## src/rtl/image_block_packer_if.sv

```systemverilog
// Pixel-in / block-out bundle for image_block_packer.
// master: the packer side (consumes pixels, produces blocks).
// slave : the environment side (produces pixels, consumes blocks).
interface image_block_packer_if #(
  parameter int DATA_WIDTH  = 256,
  parameter int PIXEL_WIDTH = 8,
  parameter int INDEX_WIDTH = 16
);
  logic                   s_pixel_valid;
  logic                   s_pixel_ready;
  logic [PIXEL_WIDTH-1:0] s_pixel_data;
  logic                   s_pixel_last;
  logic                   m_block_valid;
  logic                   m_block_ready;
  logic [DATA_WIDTH-1:0]  m_block_data;
  logic [INDEX_WIDTH-1:0] m_block_index;
  logic                   m_block_last;
  logic [5:0]             m_pad_count;

  modport master (
    input  s_pixel_valid, s_pixel_data, s_pixel_last, m_block_ready,
    output s_pixel_ready, m_block_valid, m_block_data, m_block_index,
           m_block_last, m_pad_count
  );

  modport slave (
    output s_pixel_valid, s_pixel_data, s_pixel_last, m_block_ready,
    input  s_pixel_ready, m_block_valid, m_block_data, m_block_index,
           m_block_last, m_pad_count
  );
endinterface

```

## src/rtl/image_block_packer.sv

```systemverilog
// image_block_packer: packs a pixel stream into DATA_WIDTH plaintext blocks,
// first pixel in the most significant byte, short final blocks padded.
// Optional feature macro PACKER_PKCS_PAD_EN: pad bytes carry the pad count,
// and an image ending exactly on a block boundary gets one extra full pad block.
module image_block_packer #(
  parameter int DATA_WIDTH  = 256,
  parameter int PIXEL_WIDTH = 8,
  parameter int INDEX_WIDTH = 16
) (
  input  logic                 clk,
  input  logic                 reset_n,
  input  logic                 key_ready,
  image_block_packer_if.master io_bus
);
  localparam int N     = DATA_WIDTH / PIXEL_WIDTH;
  localparam int CNT_W = $clog2(N + 1);
`ifdef PACKER_PKCS_PAD_EN
  localparam bit PKCS_EN = 1'b1;
`else
  localparam bit PKCS_EN = 1'b0;
`endif

  typedef enum logic [1:0] {IDLE, FILL, HOLD, DONE} state_t;

  state_t                 r_state;
  state_t                 w_state_next;
  logic [CNT_W-1:0]       r_fill_count;
  logic [INDEX_WIDTH-1:0] r_index;
  logic                   r_last;
  logic [5:0]             r_pad_count;
  logic                   r_extra_pending;
  logic [PIXEL_WIDTH-1:0] r_slot [N];

  logic                   w_pixel_ready;
  logic                   w_block_valid;
  logic                   w_pixel_fire;
  logic                   w_block_fire;
  logic                   w_block_full;
  logic                   w_block_end;
  logic [CNT_W-1:0]       w_remaining;
  logic [PIXEL_WIDTH-1:0] w_pad_byte;
  logic [DATA_WIDTH-1:0]  w_data;

  assign w_pixel_fire = io_bus.s_pixel_valid && w_pixel_ready;
  assign w_block_fire = w_block_valid && io_bus.m_block_ready;
  assign w_block_full = (r_fill_count == CNT_W'(N - 1));
  assign w_block_end  = w_pixel_fire && (w_block_full || io_bus.s_pixel_last);
  // Bytes still empty after the pixel being accepted now.
  assign w_remaining  = CNT_W'(N - 1) - r_fill_count;
  assign w_pad_byte   = PKCS_EN ? PIXEL_WIDTH'(w_remaining) : '0;

  // State register; reset aborts any block in progress.
  always_ff @(posedge clk or negedge reset_n) begin
    if (!reset_n) r_state <= IDLE;
    else          r_state <= w_state_next;
  end

  // Next-state logic; key_ready only matters while idle.
  always_comb begin
    w_state_next = r_state;
    case (r_state)
      IDLE: if (key_ready) w_state_next = FILL;
      FILL: if (w_block_end) w_state_next = HOLD;
      HOLD: if (w_block_fire) begin
        if (r_extra_pending) w_state_next = HOLD;
        else if (r_last)     w_state_next = DONE;
        else                 w_state_next = FILL;
      end
      DONE: w_state_next = IDLE;
      default: w_state_next = IDLE;
    endcase
  end

  // Handshake outputs decoded from the state.
  always_comb begin
    w_pixel_ready = 1'b0;
    w_block_valid = 1'b0;
    case (r_state)
      FILL: w_pixel_ready = 1'b1;
      HOLD: w_block_valid = 1'b1;
      default: ;
    endcase
  end

  // Block bookkeeping: fill count, index, last flag, pad count, extra pad block.
  always_ff @(posedge clk or negedge reset_n) begin
    if (!reset_n) begin
      r_fill_count    <= '0;
      r_index         <= '0;
      r_last          <= 1'b0;
      r_pad_count     <= '0;
      r_extra_pending <= 1'b0;
    end else begin
      if (w_pixel_fire) begin
        if (w_block_end) begin
          r_fill_count    <= '0;
          // A full final block under PKCS padding is followed by a pad-only block.
          r_last          <= io_bus.s_pixel_last && !(PKCS_EN && w_block_full);
          r_extra_pending <= PKCS_EN && io_bus.s_pixel_last && w_block_full;
          r_pad_count     <= 6'(w_remaining);
        end else begin
          r_fill_count <= r_fill_count + 1'b1;
        end
      end
      if (w_block_fire) begin
        r_index <= r_index + 1'b1;
        if (r_extra_pending) begin
          r_extra_pending <= 1'b0;
          r_last          <= 1'b1;
          r_pad_count     <= 6'(N);
        end
      end
      if (r_state == DONE) r_index <= '0;
    end
  end

  // Byte slots: slot 0 is the MSB byte; the final pixel also pads every later slot.
  always_ff @(posedge clk or negedge reset_n) begin
    if (!reset_n) begin
      for (int i = 0; i < N; i++) r_slot[i] <= '0;
    end else begin
      for (int i = 0; i < N; i++) begin
        if (w_pixel_fire) begin
          if (CNT_W'(i) == r_fill_count)
            r_slot[i] <= io_bus.s_pixel_data;
          else if (io_bus.s_pixel_last && (CNT_W'(i) > r_fill_count))
            r_slot[i] <= w_pad_byte;
        end else if (w_block_fire && r_extra_pending) begin
          r_slot[i] <= PIXEL_WIDTH'(N);
        end
      end
    end
  end

  // Flatten slots into the output word, slot 0 at the top.
  always_comb begin
    w_data = '0;
    for (int i = 0; i < N; i++)
      w_data[DATA_WIDTH-1-i*PIXEL_WIDTH -: PIXEL_WIDTH] = r_slot[i];
  end

  assign io_bus.s_pixel_ready = w_pixel_ready;
  assign io_bus.m_block_valid = w_block_valid;
  assign io_bus.m_block_data  = w_data;
  assign io_bus.m_block_index = r_index;
  assign io_bus.m_block_last  = r_last;
  assign io_bus.m_pad_count   = r_pad_count;
endmodule

```

## src/flat_wrapper.sv

```systemverilog
// flat-port wrapper written by rule: the top's interface ports become plain ports
module image_block_packer_flat 
#(
  parameter int DATA_WIDTH  = 256,
  parameter int PIXEL_WIDTH = 8,
  parameter int INDEX_WIDTH = 16
)
  (clk, reset_n, key_ready, io_bus_s_pixel_valid, io_bus_s_pixel_data, io_bus_s_pixel_last, io_bus_m_block_ready, io_bus_s_pixel_ready, io_bus_m_block_valid, io_bus_m_block_data, io_bus_m_block_index, io_bus_m_block_last, io_bus_m_pad_count);
  image_block_packer_if #(.DATA_WIDTH(DATA_WIDTH), .PIXEL_WIDTH(PIXEL_WIDTH), .INDEX_WIDTH(INDEX_WIDTH)) io_bus_i ();
  input  logic clk;
  input  logic reset_n;
  input  logic key_ready;
  input wire logic [$bits(io_bus_i.s_pixel_valid)-1:0] io_bus_s_pixel_valid;
  input wire logic [$bits(io_bus_i.s_pixel_data)-1:0] io_bus_s_pixel_data;
  input wire logic [$bits(io_bus_i.s_pixel_last)-1:0] io_bus_s_pixel_last;
  input wire logic [$bits(io_bus_i.m_block_ready)-1:0] io_bus_m_block_ready;
  output wire logic [$bits(io_bus_i.s_pixel_ready)-1:0] io_bus_s_pixel_ready;
  output wire logic [$bits(io_bus_i.m_block_valid)-1:0] io_bus_m_block_valid;
  output wire logic [$bits(io_bus_i.m_block_data)-1:0] io_bus_m_block_data;
  output wire logic [$bits(io_bus_i.m_block_index)-1:0] io_bus_m_block_index;
  output wire logic [$bits(io_bus_i.m_block_last)-1:0] io_bus_m_block_last;
  output wire logic [$bits(io_bus_i.m_pad_count)-1:0] io_bus_m_pad_count;
  assign io_bus_i.s_pixel_valid = io_bus_s_pixel_valid;
  assign io_bus_i.s_pixel_data = io_bus_s_pixel_data;
  assign io_bus_i.s_pixel_last = io_bus_s_pixel_last;
  assign io_bus_i.m_block_ready = io_bus_m_block_ready;
  assign io_bus_s_pixel_ready = io_bus_i.s_pixel_ready;
  assign io_bus_m_block_valid = io_bus_i.m_block_valid;
  assign io_bus_m_block_data = io_bus_i.m_block_data;
  assign io_bus_m_block_index = io_bus_i.m_block_index;
  assign io_bus_m_block_last = io_bus_i.m_block_last;
  assign io_bus_m_pad_count = io_bus_i.m_pad_count;
  image_block_packer #(.DATA_WIDTH(DATA_WIDTH), .PIXEL_WIDTH(PIXEL_WIDTH), .INDEX_WIDTH(INDEX_WIDTH)) u_core (.clk(clk), .reset_n(reset_n), .key_ready(key_ready), .io_bus(io_bus_i));
endmodule
```

## config.mk

```make
export PLATFORM = sky130hd
export DESIGN_NAME = image_block_packer_flat
export DESIGN_NICKNAME = d
export VERILOG_FILES = /design/src/rtl/image_block_packer_if.sv /design/src/rtl/image_block_packer.sv /design/src/flat_wrapper.sv
export SDC_FILE = /design/constraint.sdc
export NUM_CORES = 1
export LEC_CHECK = 0
export CORE_ASPECT_RATIO = 0.7
export CORE_MARGIN = 8
export CORE_UTILIZATION = 25
export DETAILED_ROUTE_END_ITERATION = 7
export PLACE_DENSITY = 0.44
export SLEW_MARGIN = 25
export SYNTH_ARGS = -nofsm -noshare
export SYNTH_HDL_FRONTEND = slang
export SYNTH_SLANG_ARGS = --single-unit
```

## constraint.sdc

```tcl
create_clock -name clk -period 3.06 [get_ports clk]
set_input_delay 0.306 -clock clk [delete_from_list [all_inputs] [get_ports clk]]
set_output_delay 0.306 -clock clk [all_outputs]
set_load 0.1 [all_outputs]
```

==> flow_summary.json, run 1 <==
{
  "worst_clock_skew_ps": 18.1,
  "synth_sequential_area_ratio_pct": 60.9,
  "critical-path-top-delay-family": "simple AND/OR/NAND/NOR gates",
  "grt_setup_unrepaired": "no",
  "crit_path_start_kind": "flip-flop",
  "core_area_mm2": 0.0466,
  "yosys.cell_types.count": 67,
  "cts_tree": "yes",
  "cell_chain_critical_path": "buf_4, ha_1, nand4b_1, nor2_1, a311oi_4, buf_4, a22o_1",
  "leakage_power_total_uw": 0.00775,
  "detailroute.via_count": 9711,
  "clockPowerShare_pct": 28.8,
  "place_congestion": 0.782,
  "clk-insertion-delay-late_ps": 520,
  "clock-root-buffer": "sky130_fd_sc_hd__clkbuf_16",
  "data_required_time_at_the_worst_endpoint_ps": 3460,
  "cell_internal_pwr_uw": 8310,
  "timing.max_slew.rel_slack_pct": 29.1,
  "synth_area_mm2": 0.0118,
  "final_min_period_over_clock_period_pct": 87.5,
  "min_path_type": "input pin to flip-flop",
  "critical_path.max_stage_delay_ps": 540,
  "post_cts_resized": 0,
  "power_frac_seq_pct": 30.7,
  "cts.clk_slew.worst_paths_ps": 70,
  "synth.area.mux_share_pct": 1.51,
  "power.share.switching_pct": 45.3,
  "setup_total_negative_slack_ps": 0,
  "grt_pass1_vias": 10000,
  "cts_inserted_buffers": 34,
  "yosys.area_share.adder_pct": 0.423,
  "detail_route.vias_per_cell": 5.05,
  "postSynthAreaPerCell_um2": 12.3,
  "num-fill-cells": 4671,
  "antenna_violations_before_repair": 0,
  "effective_utilization_at_floorplan_pct": 25.4,
  "post_synth_and_or_nand_nor_area_fraction_pct": 10.4,
  "post_synthesis_compound_gate_area_fraction_pct": 23.4,
  "holdPathStages": 3,
  "final_hold_violation_count": 0,
  "tightest_slew_ps": 1060,
  "dpl_cell_area_mm2": 0.0152,
  "detailedPlacementHpwl_um": 33700,
  "critical_path_class": "flip-flop to flip-flop",
  "nNetsFinal": 1306,
  "p_switching_uw": 6890,
  "syn-instance-count": 965,
  "placement.io_buffers": 294,
  "timing.critical_path.fanout_max": 10,
  "final_layout_size_suffix_gt1_share_pct": 30.0,
  "synth_top_family_by_area": "compound AO/OA/AOI/OAI gates",
  "clk_sink_count": 288,
  "slew_viol_final": 0,
  "grt_use_total_pct": 17.3,
  "layout.cells.non_filler": 1922,
  "cts_max_path_buffers": 3,
  "worstSetupPathDepth": 7,
  "comb_power_share_pct": 40.5,
  "report.final.setup_viol": 0,
  "final_util_pct": 35.3,
  "fin_worst_hold_slack_ps": 320,
  "synth_edf_count": 0,
  "detailedRoute.firstPassIterationCount": 5,
  "mostFrequentLayoutCell": "sky130_fd_sc_hd__dfrtp_1",
  "rows": 66,
  "grt_pass1_wl_um": 71300,
  "remaining_drc_errors": 0,
  "worstPathBufferInverterCount": 2,
  "grt_start_max_net_pins": 76,
  "placed_cells": 1863,
  "design_area_mm2": 0.0164,
  "h-tree-depth": 2,
  "antenna_cells_inserted": 0,
  "layout_common_cells": "288 x sky130_fd_sc_hd__dfrtp_1, 285 x sky130_fd_sc_hd__buf_4, 171 x sky130_fd_sc_hd__a22o_1",
  "synth_xor_area_share_pct": 0.370,
  "synth-seq-cells": 288,
  "synthFlopType": "sky130_fd_sc_hd__dfrtp_1",
  "worstPathArrival_ps": 3080,
  "result_of_the_run": "finished, final reports clean",
  "finalWirelength_um": 48200,
  "io_pins": 295,
  "yosysWarningCount": 0,
  "grt_overflow_total": 0,
  "die_area_mm2": 0.0546,
  "wire_per_inst_um": 25.1,
  "area.growth.synth_to_final_pct": 39.0,
  "max_freq_mhz": 374,
  "dieHeight_um": 198,
  "worst_setup_path_end_kind": "flip-flop",
  "ff2ff_path_depth": 7,
  "floorplan.die.width_um": 276,
  "synthArstFlopShare_pct": 100,
  "crit_path_frequent_cell": "sky130_fd_sc_hd__buf_4",
  "final_period_minus_worst_setup_slack_ps": 2680,
  "power_dens_cells_mw_per_mm2": 924,
  "peakVddDrop_uv": 656,
  "cap_viol_max_count": 0,
  "crit_slowest_cell": "sky130_fd_sc_hd__dfrtp_1",
  "postSynthNetCount": 983,
  "dr.first_iter.drc_count": 776,
  "detail-route-antenna-nets": 0
}
==> power groups by stage <==
stage	clock, uW	sequential [uW]	combinational (uW)
after floorplan	0	7840	1340
after global placement	0	4730	6190
after CTS	4510	4670	6220
final	4370	4670	6160
after detailed placement	0	4720	6220
after global routing	4660	4740	6410
==> flip-flops by register name, indices dropped and copies added, names as in the netlist <==
signal and cells:
u_core.r_extra_pending 1, u_core.r_state 2, u_core.io_bus.m_block_index 16, u_core.r_fill_count 6
u_core.io_bus.m_block_data 256, u_core.io_bus.m_block_last 1, u_core.io_bus.m_pad_count 6
==> synthesized netlist by cell type, drive strengths merged, types with 6 or more instances <==
master	instances	area (um^2)
nand3	14	70.1
nor2	39	151
and3	6	37.5
a32o	35	350
clkbuf	50	188
o31ai	6	45.0
a221o	11	110
nand2	77	289
nor3	21	156
nor4	6	58.8
and2	7	43.8
buf	22	106
mux2	12	139
inv	14	52.6
o21ai	54	270
a21oi	21	105
dfrtp	288	7210
nand4b	10	87.6
nand2b	10	62.6
a22o	171	1500
==> metal layers <==
| metal | GRT usage, % | up-vias | part of all wire, % |
|---|---|---|---|
| met4 | 2.65 | 0 | 1.1 |
| met5 | 0 | - | 0 |
| met1 | 25.3 | 4990 | 47 |
| met3 | 5.28 | 42 | 8.3 |
| met2 | 25.3 | 341 | 43 |
| li1 | - | 4338 | - |
==> through the flow <==
| stage | power, uW | setup WS (ps) |
|---|---|---|
| 2_1_floorplan | 9180 | 576 |
| 3_3_place_gp | 10900 | 337 |
| 3_5_place_dp | 10900 | 311 |
| 4_1_cts | 15400 | 363 |
| 5_1_grt | 15800 | 236 |
| 6_report | 15200 | 383 |
==> what timing repair did <==
action / CTS / global route
setup endpoints to repair: 0 / 0
setup buffers: 0 / 0
hold endpoints to repair: 71 / 0
hold buffers: 1 / 0
==> cells by family after synthesis <==
| kind of cell | after synthesis |
|---|---|
| AND/OR/NAND/NOR | 225 |
| XOR/XNOR | 5 |
| buffers and inverters | 86 |
| multiplexers | 16 |
| flip-flops | 288 |
| AO/OA/AOI/OAI | 341 |
| adder cells (fa/ha/maj) | 4 |
==> worst register-to-register path: cells and delay by family, from the launching register on <==
kind	cells	cell delay, ps
AOI/OAI and AO/OA	2	280
adders and majority gates	1	310
buffers and inverters	2	440
DFF	1	540
and+or+nand+nor	2	970
==> final cells by class <==
type / instances / area (um^2) / share of cell area [%]
Sequential cell: 288 / 7210 / 43.8
Multi-Input combinational cell: 591 / 4290 / 26.1
Timing Repair Buffer: 359 / 2930 / 17.8
Clock buffer: 48 / 1010 / 6.17
Tap cell: 612 / 766 / 4.66
Clock inverter: 10 / 184 / 1.12
Inverter: 14 / 52.6 / 0.320
==> worst paths after layout <==
path                                                                   from                                     endpoint  slack, ps
worst max-delay path                     u_core.r_fill_count[1]$_DFFE_PN0P_  u_core.io_bus.m_block_data[170]$_DFFE_PN0P_        380
worst min-delay path                                 io_bus_s_pixel_data[2]  u_core.io_bus.m_block_data[250]$_DFFE_PN0P_        320
worst max register to register           u_core.r_fill_count[1]$_DFFE_PN0P_  u_core.io_bus.m_block_data[170]$_DFFE_PN0P_        380
worst min register to register  u_core.io_bus.m_block_index[15]$_DFFE_PN0P_  u_core.io_bus.m_block_index[15]$_DFFE_PN0P_        480
max in group asynchronous                                           reset_n  u_core.io_bus.m_block_data[220]$_DFFE_PN0P_       1810
min in group asynchronous                                           reset_n   u_core.io_bus.m_block_data[16]$_DFFE_PN0P_        370
No activity file was read; power rests on OpenSTA's default activity.
==> run 2: changes to the inputs <==
--- a/config.mk
+++ b/config.mk
@@ -5,11 +5,10 @@
 export SDC_FILE = /design/constraint.sdc
 export NUM_CORES = 1
 export LEC_CHECK = 0
-export CORE_ASPECT_RATIO = 0.7
 export CORE_MARGIN = 8
 export CORE_UTILIZATION = 25
 export DETAILED_ROUTE_END_ITERATION = 7
-export PLACE_DENSITY = 0.44
+export PLACE_DENSITY_LB_ADDON = 0.08
 export SLEW_MARGIN = 25
 export SYNTH_ARGS = -nofsm -noshare
 export SYNTH_HDL_FRONTEND = slang
==> flow_summary.json, run 2 (same netlist as run 1, synthesis figures left out) <==
{
  "wire_per_inst_um": 25.2,
  "holdPathStages": 3,
  "antenna_violations_before_repair": 0,
  "worst_clock_skew_ps": 11.5,
  "final_util_pct": 35.4,
  "antenna_cells_inserted": 0,
  "critical-path-top-delay-family": "simple AND/OR/NAND/NOR gates",
  "die_area_mm2": 0.0545,
  "final_min_period_over_clock_period_pct": 86.9,
  "final_layout_size_suffix_gt1_share_pct": 30.6,
  "tightest_slew_ps": 1060,
  "final_period_minus_worst_setup_slack_ps": 2660,
  "peakVddDrop_uv": 382,
  "detail_route.vias_per_cell": 5.00,
  "final_hold_violation_count": 0,
  "setup_total_negative_slack_ps": 0,
  "place_congestion": 0.749,
  "finalWirelength_um": 48600,
  "dr.first_iter.drc_count": 728,
  "detailroute.via_count": 9631,
  "detailedPlace.worstSlack_ps": 299,
  "grt_start_max_net_pins": 74,
  "power_frac_seq_pct": 30.7,
  "worstPathBufferInverterCount": 1,
  "p_switching_uw": 7000,
  "detailedPlacementHpwl_um": 33000,
  "report.final.setup_viol": 0,
  "floorplan.die.width_um": 233,
  "result_of_the_run": "finished, final reports clean",
  "clock-root-buffer": "sky130_fd_sc_hd__clkbuf_16",
  "leakage_power_total_uw": 0.00780,
  "cts_inserted_buffers": 36,
  "cts_max_path_buffers": 3,
  "layout_setup_ws_ps": 400,
  "min_path_type": "input pin to flip-flop",
  "placement.io_buffers": 294,
  "data_required_time_at_the_worst_endpoint_ps": 3480,
  "crit_path_start_kind": "flip-flop",
  "grt_setup_unrepaired": "no",
  "crit_slowest_cell": "sky130_fd_sc_hd__nor2_1",
  "detail-route-antenna-nets": 0,
  "critical_path.reg2reg.endpoint": "u_core.io_bus.m_block_data[229]$_DFFE_PN0P_",
  "mostFrequentLayoutCell": "sky130_fd_sc_hd__buf_4",
  "ff2ff_path_depth": 6,
  "grt_overflow_total": 0,
  "comb_power_share_pct": 40.3,
  "grt_pass1_vias": 9966,
  "effective_utilization_at_floorplan_pct": 25.3,
  "r2r_slack_ps": 400,
  "power_dens_cells_mw_per_mm2": 927,
  "io_pins": 295,
  "cts_tree": "yes",
  "timing.critical_path.fanout_max": 12,
  "clockPowerShare_pct": 28.9,
  "remaining_drc_errors": 0,
  "core_area_mm2": 0.0467,
  "worstPathArrival_ps": 3080,
  "hold_start": "io_bus_s_pixel_data[4]",
  "rows": 79,
  "post_cts_resized": 0,
  "cell_chain_critical_path": "ha_1, nand4b_1, buf_4, a21oi_1, nor2_1, mux2_2",
  "dieHeight_um": 233,
  "max_freq_mhz": 376,
  "clk-insertion-delay-late_ps": 540,
  "h-tree-depth": 2,
  "power.share.switching_pct": 45.7,
  "nNetsFinal": 1312,
  "worst_setup_path_end_kind": "flip-flop",
  "slew_viol_final": 0,
  "rr_startpoint": "u_core.r_fill_count[0]$_DFFE_PN0P_",
  "postCtsSetupRepairBufs": 0,
  "critical_path_class": "flip-flop to flip-flop",
  "grt_use_total_pct": 17.5,
  "detailedRoute.firstPassIterationCount": 5,
  "cell_internal_pwr_uw": 8300,
  "cts.clk_slew.worst_paths_ps": 60,
  "grt_pass1_wl_um": 71200,
  "timing.max_slew.rel_slack_pct": 29.6,
  "worst_hold_endpoint": "u_core.io_bus.m_block_data[44]$_DFFE_PN0P_",
  "largest_reg_flops": 256,
  "area.growth.synth_to_final_pct": 39.5,
  "finalPower_uw": 15300,
  "clk_sink_count": 288,
  "critical_path.max_stage_delay_ps": 670,
  "layout_common_cells": "291 x sky130_fd_sc_hd__buf_4, 288 x sky130_fd_sc_hd__dfrtp_1, 171 x sky130_fd_sc_hd__a22o_1",
  "cap_viol_max_count": 0
}
==> run 2: metal layers <==
metal	global-route usage, %	wire (um)
met2	28.0	22900
met4	3.87	850
met1	23.6	22000
met5	0	0
met3	4.53	2930
==> run 2: final cells by class <==
cell class | instances | area (um^2)
timing repair buffer | 363 | 2980
clock buffer | 52 | 1050
tap | 607 | 759
clock inverter | 11 | 163
multi-input combinational | 591 | 4290
sequential | 288 | 7210
inverter | 14 | 52.6
fill | 4699 | 30200
==> run 2: worst reg2reg max path: cells and delay by family (launching register included) <==
kind | cells | cell delay [ps]
DFF | 1 | 550
buffers and inverters | 1 | 220
and+or+nand+nor | 2 | 840
muxes | 1 | 420
AOI/OAI and AO/OA | 1 | 90
adders and majority gates | 1 | 430
==> run 2: power by group through the flow <==
stage                     combinational, uW  sequential [uW]  clock, uW
after global placement                 6220             4750          0
final                                  6170             4700       4420
after CTS                              6230             4700       4570
after detailed placement               6220             4770          0
after global routing                   6420             4770       4720
after floorplan                        1340             7840          0
==> run 2: per-stage QoR <==
stage                     hold WS, ps  cells  area (um^2)
after CTS                         299   1924        16500
after global placement            355   1860        15200
after detailed placement          351   1860        15200
after floorplan                  10.4    965        11800
after global routing              236   1926        16500
final                             214   1926        16500
==> run 2: worst max path at each step <==
| stage | start | to | depth (start not counted) |
|---|---|---|---|
| 4_1_cts | u_core.r_fill_count[3]$_DFFE_PN0P_ | u_core.io_bus.m_block_data[101]$_DFFE_PN0P_ | 4 |
| 2_1_floorplan | u_core.r_state[1]$_DFFE_PN0P_ | u_core.io_bus.m_block_data[144]$_DFFE_PN0P_ | 6 |
| 6_report | u_core.r_fill_count[0]$_DFFE_PN0P_ | u_core.io_bus.m_block_data[229]$_DFFE_PN0P_ | 6 |
| 3_3_place_gp | io_bus_s_pixel_valid | u_core.io_bus.m_block_data[133]$_DFFE_PN0P_ | 5 |
| 3_5_place_dp | io_bus_s_pixel_valid | u_core.io_bus.m_block_data[13]$_DFFE_PN0P_ | 6 |
| 5_1_grt | u_core.r_fill_count[0]$_DFFE_PN0P_ | u_core.io_bus.m_block_data[229]$_DFFE_PN0P_ | 6 |
==> run 2: what timing repair did <==
item                                    4_1_cts  5_1_grt
endpoints found under the hold margin        67        0
endpoints found under the setup margin        0        0
hold buffers                                  1        0
==> run 3: changes to the inputs <==
--- a/config.mk
+++ b/config.mk
@@ -5,10 +5,10 @@
 export SDC_FILE = /design/constraint.sdc
 export NUM_CORES = 1
 export LEC_CHECK = 0
+export CAP_MARGIN = 20
 export CORE_MARGIN = 8
 export CORE_UTILIZATION = 25
 export DETAILED_ROUTE_END_ITERATION = 7
-export PLACE_DENSITY_LB_ADDON = 0.08
 export SLEW_MARGIN = 25
 export SYNTH_ARGS = -nofsm -noshare
 export SYNTH_HDL_FRONTEND = slang
==> flow_summary.json, run 3 (same netlist as run 1, synthesis figures left out) <==
{
  "detailedPlace.worstSlack_ps": 307,
  "timing.critical_path.fanout_max": 41,
  "io_pins": 295,
  "worstPathArrival_ps": 3020,
  "clk_sink_count": 288,
  "min_path_type": "input pin to flip-flop",
  "final_hold_violation_count": 0,
  "layout_setup_ws_ps": 511,
  "final_period_minus_worst_setup_slack_ps": 2550,
  "grt_use_total_pct": 16.6,
  "largest_reg_flops": 256,
  "detailroute.via_count": 9822,
  "holdPathStages": 3,
  "area.growth.synth_to_final_pct": 38.1,
  "clock-root-buffer": "sky130_fd_sc_hd__clkbuf_16",
  "grt_pass1_wl_um": 68200,
  "finalWirelength_um": 46300,
  "peakVddDrop_uv": 520,
  "power_dens_cells_mw_per_mm2": 930,
  "nNetsFinal": 1301,
  "core_area_mm2": 0.0467,
  "detailedPlacementHpwl_um": 32100,
  "dr.first_iter.drc_count": 666,
  "max_freq_mhz": 392,
  "cts_inserted_buffers": 35,
  "antenna_violations_before_repair": 1,
  "place_congestion": 0.800,
  "antenna_cells_inserted": 0,
  "result_of_the_run": "finished, final reports clean",
  "placement.io_buffers": 294,
  "worst_setup_path_end_kind": "flip-flop",
  "setup_total_negative_slack_ps": 0,
  "cts_tree": "yes",
  "layout_common_cells": "288 x sky130_fd_sc_hd__dfrtp_1, 281 x sky130_fd_sc_hd__buf_4, 171 x sky130_fd_sc_hd__a22o_1",
  "detail-route-antenna-nets": 0,
  "report.final.setup_viol": 0,
  "critical_path_class": "flip-flop to flip-flop",
  "mostFrequentLayoutCell": "sky130_fd_sc_hd__dfrtp_1",
  "wire_per_inst_um": 24.2,
  "leakage_power_total_uw": 0.00771,
  "h-tree-depth": 2,
  "ff2ff_path_depth": 6,
  "grt_start_max_net_pins": 99,
  "slew_viol_final": 0,
  "tightest_slew_ps": 1070,
  "effective_utilization_at_floorplan_pct": 25.3,
  "crit_path_start_kind": "flip-flop",
  "die_area_mm2": 0.0545,
  "worst_clock_skew_ps": 22.0,
  "clk-insertion-delay-late_ps": 540,
  "grt_overflow_total": 0,
  "grt_setup_unrepaired": "no",
  "final_layout_size_suffix_gt1_share_pct": 30.0,
  "data_required_time_at_the_worst_endpoint_ps": 3530,
  "dieHeight_um": 233,
  "grt_pass1_vias": 10000,
  "cap_viol_max_count": 0,
  "remaining_drc_errors": 0,
  "floorplan.die.width_um": 233,
  "detail_route.vias_per_cell": 5.13,
  "rows": 79,
  "cts.clk_slew.worst_paths_ps": 60,
  "detailedRoute.firstPassIterationCount": 5,
  "cts_max_path_buffers": 3,
  "final_min_period_over_clock_period_pct": 83.3,
  "timing.max_slew.rel_slack_pct": 28.9
}
-- run 3: repair_timing --
| item | 4_1_cts | 5_1_grt |
|---|---|---|
| hold buffers | 1 | 0 |
| resized for setup | 0 | 0 |
| buffers inserted | 0 | 0 |
| hold endpoints to repair | 94 | 0 |
-- run 3: final timing paths --
path | startpoint | end | slack [ps]
worst max-delay path | u_core.r_state[0]$_DFFE_PN0P_ | u_core.io_bus.m_block_data[83]$_DFFE_PN0P_ | 510
worst min-delay path | io_bus_s_pixel_data[0] | u_core.io_bus.m_block_data[248]$_DFFE_PN0P_ | 270
worst max register to register | u_core.r_state[0]$_DFFE_PN0P_ | u_core.io_bus.m_block_data[83]$_DFFE_PN0P_ | 510
worst min register to register | u_core.io_bus.m_block_data[49]$_DFFE_PN0P_ | u_core.io_bus.m_block_data[49]$_DFFE_PN0P_ | 490
max in group asynchronous | reset_n | u_core.io_bus.m_block_index[6]$_DFFE_PN0P_ | 1780
min in group asynchronous | reset_n | u_core.io_bus.m_block_data[130]$_DFFE_PN0P_ | 360
-- run 3: cell type report --
type | instances | area (um^2)
tap | 607 | 759
clock inverter | 15 | 171
timing repair buffer | 353 | 2850
fill | 4677 | 30300
sequential | 288 | 7210
clock buffer | 47 | 1020
inverter | 14 | 52.6
multi-input combinational | 591 | 4280
-- run 3: worst max-delay path: stages (launching register included) --
cell,delay [ps]
sky130_fd_sc_hd__dfrtp_1,520
sky130_fd_sc_hd__buf_4,250
sky130_fd_sc_hd__nand4b_1,290
sky130_fd_sc_hd__buf_4,470
sky130_fd_sc_hd__o21ai_0,200
sky130_fd_sc_hd__o22ai_1,510
sky130_fd_sc_hd__a22o_1,220
-- run 3: through the flow --
stage	cells	hold slack, ps	utilization [%]	instance area [um^2]	power, uW
after CTS	1914	381	35.0	16300	15400
final	1915	273	35.0	16300	15200
after floorplan	965	10.4	-	11800	9180
after global routing	1915	301	35.0	16300	15800
after global placement	1851	409	32.4	15100	10900
after detailed placement	1851	407	32.4	15100	11000
-- run 3: routing by layer --
metal	wire length [um]	GRT usage (%)	up-vias
li1	-	-	4312
met1	19600	21.4	5070
met2	21600	26.3	357
met3	3560	4.78	81
met4	1460	6.08	2
met5	13	0	-
-- run 3: where the power goes --
group | switching (uW) | internal, uW
clock network | 1720 | 2610
registers | 368 | 4280
logic | 4900 | 1310
